==> config.mk <==
export PLATFORM = sky130hd
export DESIGN_NAME = vend_ctrl_param_flat
export DESIGN_NICKNAME = d
export VERILOG_FILES = /design/src/rtl/vend_pkg.sv /design/src/rtl/vend_ctrl_param_if.sv /design/src/rtl/vend_price_table.sv /design/src/rtl/vend_ctrl_param.sv /design/src/flat_wrapper.sv
export SDC_FILE = /design/constraint.sdc
export NUM_CORES = 1
export LEC_CHECK = 0
export CORE_MARGIN = 2
export CORE_UTILIZATION = 60
export CTS_BUF_LIST = sky130_fd_sc_hd__clkbuf_4 sky130_fd_sc_hd__clkbuf_8 sky130_fd_sc_hd__clkbuf_16
export DETAILED_ROUTE_END_ITERATION = 16
export PLACE_DENSITY = 0.8
export SETUP_SLACK_MARGIN = 0.3
export SLEW_MARGIN = 20
export SYNTH_ARGS = -nofsm -noshare
export SYNTH_HDL_FRONTEND = slang
export SYNTH_SLANG_ARGS = --single-unit
==> constraint.sdc <==
create_clock -name clk -period 8 [get_ports clk]
set_clock_uncertainty 0.05 [all_clocks]
set_input_delay 1.6 -clock clk [delete_from_list [all_inputs] [get_ports clk]]
set_output_delay 1.6 -clock clk [all_outputs]
set_load 0.02 [all_outputs]
==> src/rtl/vend_pkg.sv <==
// Shared types and helpers for the parametrised vending controller:
// FSM state encoding, factory price table and keypad decode functions.
package vend_pkg;

  typedef enum logic [2:0] {
    S_IDLE,
    S_ROW_SEL,
    S_WAIT_PAY,
    S_VEND,
    S_REFUND
  } vend_state_t;

  localparam int unsigned BASE_PRICE = 100;

  // Factory prices by key position; row 0 is key A, column 0 is key 1.
  function automatic int unsigned default_price(input int unsigned row, input int unsigned col);
    if (row == 0 && col == 0) return 100;
    if (row == 0 && col == 2) return 150;
    if (row == 1 && col == 0) return 250;
    if (row == 1 && col == 3) return 175;
    if (row == 3 && col == 2) return 200;
    return BASE_PRICE;
  endfunction

  function automatic logic onehot_valid(input logic [7:0] v);
    int n;
    n = 0;
    for (int i = 0; i < 8; i++) begin
      if (v[i]) n++;
    end
    return (n == 1);
  endfunction

  function automatic logic [2:0] onehot_idx(input logic [7:0] v);
    logic [2:0] idx;
    idx = '0;
    for (int i = 0; i < 8; i++) begin
      if (v[i]) idx = 3'(i);
    end
    return idx;
  endfunction

endpackage

==> src/rtl/vend_ctrl_param_if.sv <==
// Front-end bundle between coin acceptor/keypad and the vending controller.
interface vend_ctrl_param_if
  import vend_pkg::*;
#(
  parameter int ROWS    = 4,
  parameter int COLS    = 4,
  parameter int MONEY_W = 16,
  parameter int SEL_W   = $clog2(ROWS * COLS)
);
  // Every strobe is a single-cycle pulse with no back-pressure: inputs are sampled on
  // each rising edge, all outputs are registered and pulses last exactly one cycle.
  logic               coin_valid;
  logic [MONEY_W-1:0] coin_value;
  logic [ROWS-1:0]    row_key;
  logic [COLS-1:0]    col_key;
  logic               cancel;
  logic               price_wr_en;
  logic [SEL_W-1:0]   price_wr_addr;
  logic [MONEY_W-1:0] price_wr_data;

  logic [MONEY_W-1:0] credit;
  logic [MONEY_W-1:0] price;
  logic [SEL_W-1:0]   selection;
  logic [MONEY_W-1:0] change;
  logic               change_valid;
  logic               success;
  logic               sel_error;
  logic               coin_reject;
  logic               timeout;
  vend_state_t        state_dbg;

  modport master (
    output coin_valid, coin_value, row_key, col_key, cancel,
           price_wr_en, price_wr_addr, price_wr_data,
    input  credit, price, selection, change, change_valid,
           success, sel_error, coin_reject, timeout, state_dbg
  );

  modport slave (
    input  coin_valid, coin_value, row_key, col_key, cancel,
           price_wr_en, price_wr_addr, price_wr_data,
    output credit, price, selection, change, change_valid,
           success, sel_error, coin_reject, timeout, state_dbg
  );

endinterface

==> src/rtl/vend_price_table.sv <==
// Price register file: one entry per key position, synchronous write,
// asynchronous read, reloaded with factory prices on reset.
module vend_price_table
  import vend_pkg::*;
#(
  parameter int ROWS    = 4,
  parameter int COLS    = 4,
  parameter int MONEY_W = 16,
  parameter int SEL_W   = $clog2(ROWS * COLS)
) (
  input  logic               clk,
  input  logic               reset,
  input  logic               wr_en,
  input  logic [SEL_W-1:0]   wr_addr,
  input  logic [MONEY_W-1:0] wr_data,
  input  logic [SEL_W-1:0]   rd_addr,
  output logic [MONEY_W-1:0] rd_data
);

  localparam int ENTRIES = ROWS * COLS;

  logic [MONEY_W-1:0] mem [ENTRIES];

  always_ff @(posedge clk) begin
    if (reset) begin
      for (int r = 0; r < ROWS; r++) begin
        for (int c = 0; c < COLS; c++) begin
          mem[r*COLS+c] <= MONEY_W'(default_price(r, c));
        end
      end
    end else if (wr_en && (int'(wr_addr) < ENTRIES)) begin
      mem[wr_addr] <= wr_data;
    end
  end

  assign rd_data = (int'(rd_addr) < ENTRIES) ? mem[rd_addr] : '0;

endmodule

==> src/rtl/vend_ctrl_param.sv <==
// Vending controller: keypad selection FSM, saturating coin credit,
// cancel and idle-timeout refunds; every output is registered.
module vend_ctrl_param
  import vend_pkg::*;
#(
  parameter int ROWS        = 4,
  parameter int COLS        = 4,
  parameter int MONEY_W     = 16,
  parameter int MAX_CREDIT  = 1000,
  parameter int TIMEOUT_CYC = 1000
) (
  input logic              clk,
  input logic              reset,
  vend_ctrl_param_if.slave bus
);

  localparam int SEL_W = $clog2(ROWS * COLS);
  localparam int ROW_W = $clog2(ROWS);
  localparam int COL_W = $clog2(COLS);
  localparam int TMR_W = $clog2(TIMEOUT_CYC + 1);

  vend_state_t        state, state_n;
  logic [MONEY_W-1:0] credit_q, credit_n, price_q, price_n, change_q, change_n;
  logic [SEL_W-1:0]   sel_q, sel_n;
  logic [ROW_W-1:0]   row_q, row_n;
  logic [TMR_W-1:0]   timer_q, timer_n;
  logic change_valid_q, change_valid_n, success_q, success_n;
  logic sel_error_q, sel_error_n, coin_reject_q, coin_reject_n, timeout_q, timeout_n;

  logic               accepting, coin_ok, activity, timer_hit, price_we, do_vend;
  logic               row_any, col_any, key_bad, row_ok, col_ok;
  logic [MONEY_W:0]   coin_sum;
  logic [MONEY_W-1:0] credit_post, table_price, vend_price;
  logic [ROW_W-1:0]   row_idx;
  logic [COL_W-1:0]   col_idx;
  logic [SEL_W-1:0]   sel_cand;

  assign accepting = (state == S_IDLE) || (state == S_ROW_SEL) || (state == S_WAIT_PAY);

  // Coin is added before any decision so a paying coin and a key can land together.
  assign coin_sum    = {1'b0, credit_q} + {1'b0, bus.coin_value};
  assign coin_ok     = bus.coin_valid && accepting && !bus.cancel &&
                       (coin_sum <= (MONEY_W+1)'(MAX_CREDIT));
  assign credit_post = coin_ok ? coin_sum[MONEY_W-1:0] : credit_q;

  assign row_any = |bus.row_key;
  assign col_any = |bus.col_key;
  assign key_bad = (row_any && col_any) ||
                   (row_any && !onehot_valid(8'(bus.row_key))) ||
                   (col_any && !onehot_valid(8'(bus.col_key)));
  assign row_ok  = row_any && !key_bad;
  assign col_ok  = col_any && !key_bad;
  assign row_idx = ROW_W'(onehot_idx(8'(bus.row_key)));
  assign col_idx = COL_W'(onehot_idx(8'(bus.col_key)));
  assign sel_cand = SEL_W'(row_q) * SEL_W'(COLS) + SEL_W'(col_idx);

  assign activity  = bus.coin_valid || row_any || col_any || bus.cancel;
  assign timer_hit = accepting && (credit_q != '0) && !activity &&
                     (timer_q == TMR_W'(TIMEOUT_CYC - 1));
  assign price_we  = bus.price_wr_en && (state == S_IDLE) && (credit_q == '0);

  vend_price_table #(
    .ROWS(ROWS), .COLS(COLS), .MONEY_W(MONEY_W), .SEL_W(SEL_W)
  ) u_price_table (
    .clk(clk), .reset(reset),
    .wr_en(price_we), .wr_addr(bus.price_wr_addr), .wr_data(bus.price_wr_data),
    .rd_addr(sel_cand), .rd_data(table_price)
  );

  always_comb begin
    state_n        = state;
    credit_n       = credit_post;
    price_n        = price_q;
    sel_n          = sel_q;
    row_n          = row_q;
    change_n       = change_q;
    change_valid_n = 1'b0;
    success_n      = 1'b0;
    sel_error_n    = 1'b0;
    timeout_n      = 1'b0;
    coin_reject_n  = bus.coin_valid && !coin_ok;
    vend_price     = price_q;
    do_vend        = 1'b0;
    if (!accepting || (credit_q == '0) || activity || timer_hit) timer_n = '0;
    else timer_n = timer_q + TMR_W'(1);

    case (state)
      S_VEND: begin
        state_n  = S_IDLE;
        credit_n = '0;
        price_n  = '0;
      end
      S_REFUND: begin
        state_n  = S_IDLE;
        credit_n = '0;
      end
      default: begin
        if (bus.cancel) begin
          if (!((state == S_IDLE) && (credit_q == '0))) begin
            state_n        = S_REFUND;
            sel_n          = '0;
            price_n        = '0;
            change_n       = credit_q;
            change_valid_n = (credit_q != '0);
          end
        end else if (timer_hit) begin
          state_n        = S_REFUND;
          sel_n          = '0;
          price_n        = '0;
          change_n       = credit_q;
          change_valid_n = 1'b1;
          timeout_n      = 1'b1;
        end else if (key_bad) begin
          sel_error_n = 1'b1;
        end else begin
          case (state)
            S_IDLE: begin
              if (row_ok) begin
                state_n = S_ROW_SEL;
                row_n   = row_idx;
              end else if (col_ok) begin
                sel_error_n = 1'b1;
              end
            end
            S_ROW_SEL: begin
              if (col_ok) begin
                sel_n      = sel_cand;
                price_n    = table_price;
                vend_price = table_price;
                do_vend    = (credit_post >= table_price);
                if (!do_vend) state_n = S_WAIT_PAY;
              end else if (row_ok) begin
                state_n     = S_IDLE;
                sel_n       = '0;
                sel_error_n = 1'b1;
              end
            end
            S_WAIT_PAY: begin
              if (row_ok) begin
                state_n = S_ROW_SEL;
                row_n   = row_idx;
                sel_n   = '0;
                price_n = '0;
              end else if (col_ok) begin
                sel_error_n = 1'b1;
              end else begin
                do_vend = (credit_post >= price_q);
              end
            end
            default: ;
          endcase
        end
        // Credit stays visible during the vend cycle and is cleared on its exit.
        if (do_vend) begin
          state_n        = S_VEND;
          success_n      = 1'b1;
          change_valid_n = 1'b1;
          change_n       = credit_post - vend_price;
        end
      end
    endcase
  end

  always_ff @(posedge clk) begin
    if (reset) begin
      state          <= S_IDLE;
      credit_q       <= '0;
      price_q        <= '0;
      sel_q          <= '0;
      row_q          <= '0;
      change_q       <= '0;
      timer_q        <= '0;
      change_valid_q <= 1'b0;
      success_q      <= 1'b0;
      sel_error_q    <= 1'b0;
      coin_reject_q  <= 1'b0;
      timeout_q      <= 1'b0;
    end else begin
      state          <= state_n;
      credit_q       <= credit_n;
      price_q        <= price_n;
      sel_q          <= sel_n;
      row_q          <= row_n;
      change_q       <= change_n;
      timer_q        <= timer_n;
      change_valid_q <= change_valid_n;
      success_q      <= success_n;
      sel_error_q    <= sel_error_n;
      coin_reject_q  <= coin_reject_n;
      timeout_q      <= timeout_n;
    end
  end

  assign bus.credit       = credit_q;
  assign bus.price        = price_q;
  assign bus.selection    = sel_q;
  assign bus.change       = change_q;
  assign bus.change_valid = change_valid_q;
  assign bus.success      = success_q;
  assign bus.sel_error    = sel_error_q;
  assign bus.coin_reject  = coin_reject_q;
  assign bus.timeout      = timeout_q;
  assign bus.state_dbg    = state;

endmodule

==> src/flat_wrapper.sv <==
// flat-port wrapper written by rule: the top's interface ports become plain ports
module vend_ctrl_param_flat import vend_pkg::*;
#(
  parameter int ROWS        = 4,
  parameter int COLS        = 4,
  parameter int MONEY_W     = 16,
  parameter int MAX_CREDIT  = 1000,
  parameter int TIMEOUT_CYC = 1000
)
  (clk, reset, bus_coin_valid, bus_coin_value, bus_row_key, bus_col_key, bus_cancel, bus_price_wr_en, bus_price_wr_addr, bus_price_wr_data, bus_credit, bus_price, bus_selection, bus_change, bus_change_valid, bus_success, bus_sel_error, bus_coin_reject, bus_timeout, bus_state_dbg);
  vend_ctrl_param_if #(.ROWS(ROWS), .COLS(COLS), .MONEY_W(MONEY_W)) bus_i ();
  input logic clk;
  input logic reset;
  input wire logic [$bits(bus_i.coin_valid)-1:0] bus_coin_valid;
  input wire logic [$bits(bus_i.coin_value)-1:0] bus_coin_value;
  input wire logic [$bits(bus_i.row_key)-1:0] bus_row_key;
  input wire logic [$bits(bus_i.col_key)-1:0] bus_col_key;
  input wire logic [$bits(bus_i.cancel)-1:0] bus_cancel;
  input wire logic [$bits(bus_i.price_wr_en)-1:0] bus_price_wr_en;
  input wire logic [$bits(bus_i.price_wr_addr)-1:0] bus_price_wr_addr;
  input wire logic [$bits(bus_i.price_wr_data)-1:0] bus_price_wr_data;
  output wire logic [$bits(bus_i.credit)-1:0] bus_credit;
  output wire logic [$bits(bus_i.price)-1:0] bus_price;
  output wire logic [$bits(bus_i.selection)-1:0] bus_selection;
  output wire logic [$bits(bus_i.change)-1:0] bus_change;
  output wire logic [$bits(bus_i.change_valid)-1:0] bus_change_valid;
  output wire logic [$bits(bus_i.success)-1:0] bus_success;
  output wire logic [$bits(bus_i.sel_error)-1:0] bus_sel_error;
  output wire logic [$bits(bus_i.coin_reject)-1:0] bus_coin_reject;
  output wire logic [$bits(bus_i.timeout)-1:0] bus_timeout;
  output wire logic [$bits(bus_i.state_dbg)-1:0] bus_state_dbg;
  assign bus_i.coin_valid = bus_coin_valid;
  assign bus_i.coin_value = bus_coin_value;
  assign bus_i.row_key = bus_row_key;
  assign bus_i.col_key = bus_col_key;
  assign bus_i.cancel = bus_cancel;
  assign bus_i.price_wr_en = bus_price_wr_en;
  assign bus_i.price_wr_addr = bus_price_wr_addr;
  assign bus_i.price_wr_data = bus_price_wr_data;
  assign bus_credit = bus_i.credit;
  assign bus_price = bus_i.price;
  assign bus_selection = bus_i.selection;
  assign bus_change = bus_i.change;
  assign bus_change_valid = bus_i.change_valid;
  assign bus_success = bus_i.success;
  assign bus_sel_error = bus_i.sel_error;
  assign bus_coin_reject = bus_i.coin_reject;
  assign bus_timeout = bus_i.timeout;
  assign bus_state_dbg = bus_i.state_dbg;
  vend_ctrl_param #(.ROWS(ROWS), .COLS(COLS), .MONEY_W(MONEY_W), .MAX_CREDIT(MAX_CREDIT), .TIMEOUT_CYC(TIMEOUT_CYC)) u_core (.clk(clk), .reset(reset), .bus(bus_i));
endmodule
---- Word-level counts from Yosys, hierarchy flattened ----
Memory sizes are Yosys's and may differ from the RTL's.
Cells that the tools add are included.
cells by class
  $add $sub $neg .......................... 10
  $lt $le $gt $ge ......................... 3
  equality and inequality tests ........... 20
  multiplexer cells ....................... 86
  bitwise operators ....................... 5
  reduce and logical (&&, ||, !) cells .... 56
operator list
  operator               count
  $mux 16                22
  $mux 32                6
  $add 32x2->32 const B  4
  $eq 32x2->1 const B    2
  $pmux 16 s2            2
  $ge 16x16->1           2
  $mux 8                 4
  $mux 1                 28
  $mux 4                 7
  $mux 3                 8
  $reduce_and 6->1       3
  $add 16x16->17         1
  $le 17x10->1 const B   1
  $logic_not 16->1       1
  $reduce_bool 16->1     1
  $reduce_or 16->1       1
  $reduce_or 4->1        4
  $sub 16x16->16         1
  $logic_and 1x1->1      15
  $add 10x1->10 const B  1
  $eq 10x10->1 const B   1
  $logic_or 1x1->1       10
  $mux 2                 5
  $reduce_bool 5->1      2
  30 further kinds       48
word-level totals
  flip-flop bits (word level) ............. 72
  RAM bits ................................ 256
  input bits .............................. 49
  logic and storage cells ................. 194
  memories ................................ 1
memories
  memory                    depth  bits a word  read ports  clocked after Yosys merged registers in  wr ports  line                    RTL
  u_core.u_price_table.mem  16     16           1           0                                        16        vend_price_table.sv:22  logic [MONEY_W-1:0] mem [ENTRIES];

---- Longest topological paths before layout ----
Gate-level depths: netlist of run 1.
  depth in word-level cells ............... 23
  gate-level depth with buffers ........... 26

---- By module ----
From an unflattened synthesis of run 1, not the netlist that was laid out.
second synthesis, totals
  cell total of the unflattened synthesis .. 1418
  area total of the unflattened synthesis .. 17314.1 µm²
by module, submodules not included
  module            times used  cells an instance  area an instance (µm²)  sequential area each (µm²)
  vend_price_table  1           730                11558.6                 7687.4
  vend_ctrl_param   1           688                5755.5                  1441.4

---- Worst setup path before layout of run 1 ----
Ideal clock, no wire load.
  kind .................................... input -> register
  from .................................... input bus_col_key[1]
  to ...................................... register u_core.change_q[15] (netlist: u_core.bus.change[15])
  library setup time ...................... 87 ps
  arrival time ............................ 7325 ps
  required time ........................... 7863 ps
  setup slack ............................. 538 ps
  stages .................................. 25
  path through ............................ clkbuf_1 > clkbuf_1 > buf_1 > inv_1 > ha_1 > xor2_1 > ha_1 > nand2b_1 > a21oi_1 > o31ai_1 > nor2_1 > clkbuf_1 > clkbuf_1 > a211oi_1 > a21oi_1 > ha_1 > a21o_1 > a21oi_1 > nor2b_1 > o21a_1 > a221oi_1 > o41ai_4 > a21oi_1 > mux2_1 > o31ai_1
on the way
  word-level cells in the longest chain between the ends .. 20
  elaborated cells on any way between the ends .. 45
  classes of those cells .................. add/sub: 4; order compare: 1; eq/ne: 2; mux: 21; reduce/logical: 16; memory: 1
ends and longest elaborated chain
  what                                                    line                    RTL
  from (decl)                                             flat_wrapper.sv:17      input wire logic [$bits(bus_i.col_key)-1:0] bus_col_key;
  branches (longest 20 deep; another with $add 32x2->32)  -
  to (signal assigned)                                    vend_ctrl_param.sv:184  change_q <= change_n;
  to (decl)                                               vend_ctrl_param.sv:23   logic [MONEY_W-1:0] credit_q, credit_n, price_q, price_n, change_q, change_n;
Several ways; the timed one is not identified. The select of a mux whose other input is x is not followed.
A chain may end at the register's enable or synchronous reset.

---- Worst setup path in the final report of run 1 ----
  from .................................... input bus_coin_value[0]
  to ...................................... register u_core.change_q[10] (netlist: u_core.bus.change[10])
on the way
  word-level cells in the longest chain between the ends .. 14
  elaborated cells on any way between the ends .. 19
  classes of those cells .................. add/sub: 2; order compare: 3; eq/ne: 1; mux: 10; reduce/logical: 3
ends and longest elaborated chain
  what                                                                     line                    RTL
  from (decl)                                                              flat_wrapper.sv:15      input wire logic [$bits(bus_i.coin_value)-1:0] bus_coin_value;
  $add 16x16->17 *                                                         vend_ctrl_param.sv:41   assign coin_sum = {1'b0, credit_q} + {1'b0, bus.coin_value};
  $le 17x10->1                                                             vend_ctrl_param.sv:43   (coin_sum <= (MONEY_W+1)'(MAX_CREDIT));
  $logic_and 1x1->1                                                        vend_ctrl_param.sv:42   assign coin_ok = bus.coin_valid && accepting && !bus.cancel &&
  $mux 16 *                                                                vend_ctrl_param.sv:44   assign credit_post = coin_ok ? coin_sum[MONEY_W-1:0] : credit_q;
  net u_core.credit_post[14]                                               vend_ctrl_param.sv:33   logic [MONEY_W-1:0] credit_post, table_price, vend_price;
  $ge 16x16->1                                                             vend_ctrl_param.sv:147  do_vend = (credit_post >= price_q);
  $mux 1                                                                   vend_ctrl_param.sv:144  end else if (col_ok) begin
  $mux 1                                                                   vend_ctrl_param.sv:139  if (row_ok) begin
  $pmux 1 s2 *                                                             vend_ctrl_param.sv:116  case (state)
  $mux 1 *                                                                 vend_ctrl_param.sv:113  end else if (key_bad) begin
  $mux 1 *                                                                 vend_ctrl_param.sv:106  end else if (timer_hit) begin
  $mux 1 *                                                                 vend_ctrl_param.sv:98   if (bus.cancel) begin
  $mux 1 *                                                                 vend_ctrl_param.sv:87   case (state)
  $ne 3x3->1 (no source line) / $reduce_bool 3->1 (equally long branches)  -
  $reduce_and 3->1 (no source line)                                        -
Mark *: on every way through the listed nets, which the timed path passes. The rest lies on a longest branch. The select of a mux whose other input is x is not followed.

==> results of run 1 <==
## area by class of cell
cell class                 instances  area [um2]  area share
sequential                       328        9130      0.4426
inverter                          45       168.9    0.008189
tap                              390       488.0     0.02366
clock inverter                    14       115.1    0.005581
multi-input combinational       1236        8402      0.4073
clock buffer                      48        1003     0.04865
timing repair buffer             140        1319     0.06394
## stage by stage
stage	cell area (um2)	hold slack, ps	util	power, mW	setup WS [ps]
after floorplan	18110	375.8	-	2.125	538.1
after global placement	19510	388.7	0.6564	2.238	677.5
after detailed placement	19510	403.7	0.6564	2.247	461.0
after CTS	20620	422.0	0.6940	3.807	995.5
after global routing	20630	447.8	0.6941	3.910	656.7
final	20630	413.7	0.6941	3.796	921.9
## synth_stat cells (19+ instances only)
cell type    n
nor2_1     150
and2_1     209
a21oi_1    119
nand2_1    104
nand2b_1    33
or2_2       22
o21ai_0     65
inv_1       45
mux2_2      20
ha_1        70
a21o_1      19
a211oi_1    41
dfxtp_1     72
nor3_1      20
o211ai_1    20
edfxtp_1   256
clkbuf_1    97
mux2i_1     78
nor2b_1     19
or3_1       48
## critical path: stages
cell	delay (ps)
clkdlybuf4s50_1	410
ha_1	210
inv_1	70
fa_1	200
nor2b_1	80
o31ai_2	310
a21oi_1	170
or3_1	370
a2111o_1	460
nor4_4	150
buf_4	340
nor2_1	80
buf_4	150
ha_1	290
a21oi_1	130
nor2b_1	60
a2111oi_0	710
nand2_1	140
o21ai_0	210
or4_1	170
nand3_1	100
nand3_1	270
buf_4	270
nor2_1	50
mux2_2	260
a211oi_1	190
## worst max path at each step
stage                     cells after the start              start                                  to  slack (ps)
final                                        26  bus_coin_value[0]  u_core.bus.change[10]$_SDFFE_PP0P_         920
after global placement                       24  bus_coin_value[0]   u_core.bus.change[3]$_SDFFE_PP0P_         680
after floorplan                              25     bus_col_key[1]  u_core.bus.change[15]$_SDFFE_PP0P_         540
after detailed placement                     26  bus_coin_value[0]  u_core.bus.change[10]$_SDFFE_PP0P_         460
after CTS                                    26  bus_coin_value[0]  u_core.bus.change[10]$_SDFFE_PP0P_        1000
after global routing                         23  bus_coin_value[0]   u_core.bus.change[8]$_SDFFE_PP0P_         660
## sequential cells by signal, summed over array words and instances (netlist names)
register                  flops
u_core.bus.credit            16
u_core.bus.state_dbg          3
u_core.bus.sel_error          1
u_core.bus.selection          4
u_core.bus.coin_reject        1
u_core.bus.success            1
u_core.timer_q               10
u_core.bus.change            16
u_core.bus.timeout            1
u_core.bus.price             16
u_core.bus.change_valid       1
u_core.u_price_table.mem    256
u_core.row_q                  2
## layer usage
layer  up-vias  share of wire  GRT usage  routed length [um]
met2       546           0.49     0.5362               23580
li1       6360              -          -                   -
met4         0          0.038     0.1178                1830
met1      6472           0.40     0.3911               19050
met5         -              0          0                   0
met3       103          0.071    0.03899                3422
## power groups by stage
stage / registers, mW / clock network [mW] / logic [mW]
6_report: 1.89 / 1.58 / 0.322
5_1_grt: 1.90 / 1.66 / 0.349
4_1_cts: 1.89 / 1.59 / 0.321
3_5_place_dp: 1.93 / 0 / 0.318
3_3_place_gp: 1.93 / 0 / 0.312
2_1_floorplan: 1.92 / 0 / 0.202
## cells by family after synthesis
logic type	share of synthesized area
compound gates	0.1264
xor+xnor	0.01306
fa+ha+maj	0.05009
buf+inv	0.03268
flops	0.5041
mux	0.07731
simple gates	0.1964
==> results.md, run 1 <==
* Die Ht at ~180 um
* Crit share post-route at 0.8848
* CTS resizes at 0
* Setup TNS Final at 0 ps
* Power density over the cells at about 180 nW/um2
* Yosys Warn Count at 0
* Psw at 0.8888 mW
* Final Instance Count excl. Fillers at ~2200
* Most frequent cells in the layout: edfxtp_1, and2_1, nor2_1, a21oi_1
* Area leader, netlist: edfxtp_1
* Slew HR at 0.3325
* Nets at 1906
* Die width at about 180 um
* CTS Buf Count at 35
* Vias per cell at 6.125
* Commonest non-fill, non-tap cell in the layout: edfxtp_1
* Yosys reg bits at roughly 330
* CTS tree: yes
* DRC at 0
* Worst-path clk slew at roughly 60 ps
* Arrival time worst endpoint at 7470 ps
* GR Overflow Total at 0
* DP HPWL at 32.25 mm
* First-pass GRT wire length at between 70 and 80 mm
* Drt wl/cell at 21.75 um
* Layout cells sized above 1 at 0.09442
* DRT antenna net count at 0
* FFs w/ async S/R, synth at 0
* Clk buf depth at 3
* Fmax achieved at 141.3 MHz
* Initial antenna violation count at 0
* FF-to-FF path depth at 23
* Reg2reg setup slack at 1980 ps
* Final Max Tran Viols at 0
* Synth unique cells at 77
* Register area share after synthesis at 0.5041
* Endpoints failing hold at 0
* Hold_sp: u_core.timer_q[0]$_SDFF_PP0_
* Syn Inst Count at between 1500 and 2000
* Tmin final at 7078 ps
* Net Count, Synth at 1841
* Port bufs at ~110
* Io pins at 109
* MaxCap Viol Count at 0
* Sequential fraction of design power at 0.499
* Worst skew pair latency at 530 ps
* EDFF count, synth at 256
* Synth Area per Inst at 10.52 um2
* Core Region at 29720 um2
* Main synth FF type: edfxtp_1
* Synthesized cell area at around 18000 um2
* Hold depth at 1
* Initial core utilization at 0.6094
* Top-area cell type share of the netlist area at 0.4245
* Die Area at 31590 um2
* Crit start category: primary input
* WP data required at about 8400 ps
* Area grow syn2layout at 13.89%
* Gpl congestion at 0.9376
* Sw frac at 0.2342
* # clock sinks at 328
* Vias after detailed routing at 13480
* Layout fillers at between 2000 and 2500
* Clock Tree Root: clkbuf_16
* Vias in the first global route at 13410
* Crit end category: flip-flop
* Largest net degree at the start of global routing at 124
* FF-to-FF End: u_core.bus.change[10]$_SDFFE_PP0P_
* First-pass detailed-route iteration total at 8
* Critical path class: in -> reg
* Top post-synthesis cells by area: edfxtp_1, dfxtp_1, and2_1
* RSZ-0062 raised after global routing: no
* Worst hold endpoint: u_core.timer_q[0]$_SDFF_PP0_
* Worst hold-check path type: reg -> reg
* Combinational share of power at 0.085
* Leak at roughly 7.7 nW
* Placed insts at between 2000 and 2500
* DRT iter0 DRCs at 1160
* Total GRT Usage at 0.3075
* Routed Wire Length at 47.88 mm
* Row cnt at 63
* Worst-Margin Slew at 999.1 ps
* Endpoints failing setup at 0
* CP Max Fanout at 24
* Clock share of power at 0.416
* Reg-to-reg startpoint: u_core.bus.credit[0]$_SDFF_PP0_
* H-tree depth at 2
* # diodes at 0
* Status: completed
* Setup Fix Bufs, Post-CTS at 0
* Peak VDD IR at 217.2 uV
* Hold buffer count at CTS at 0
* Int Pwr at 2.907 mW
Power figures use the tool's default switching activity.
==> run 2: changes to the inputs <==
- CAP_MARGIN: not set -> 15
==> results of run 2 <==
Same layout as run 1: the final DEF is identical, and so are final timing and power.
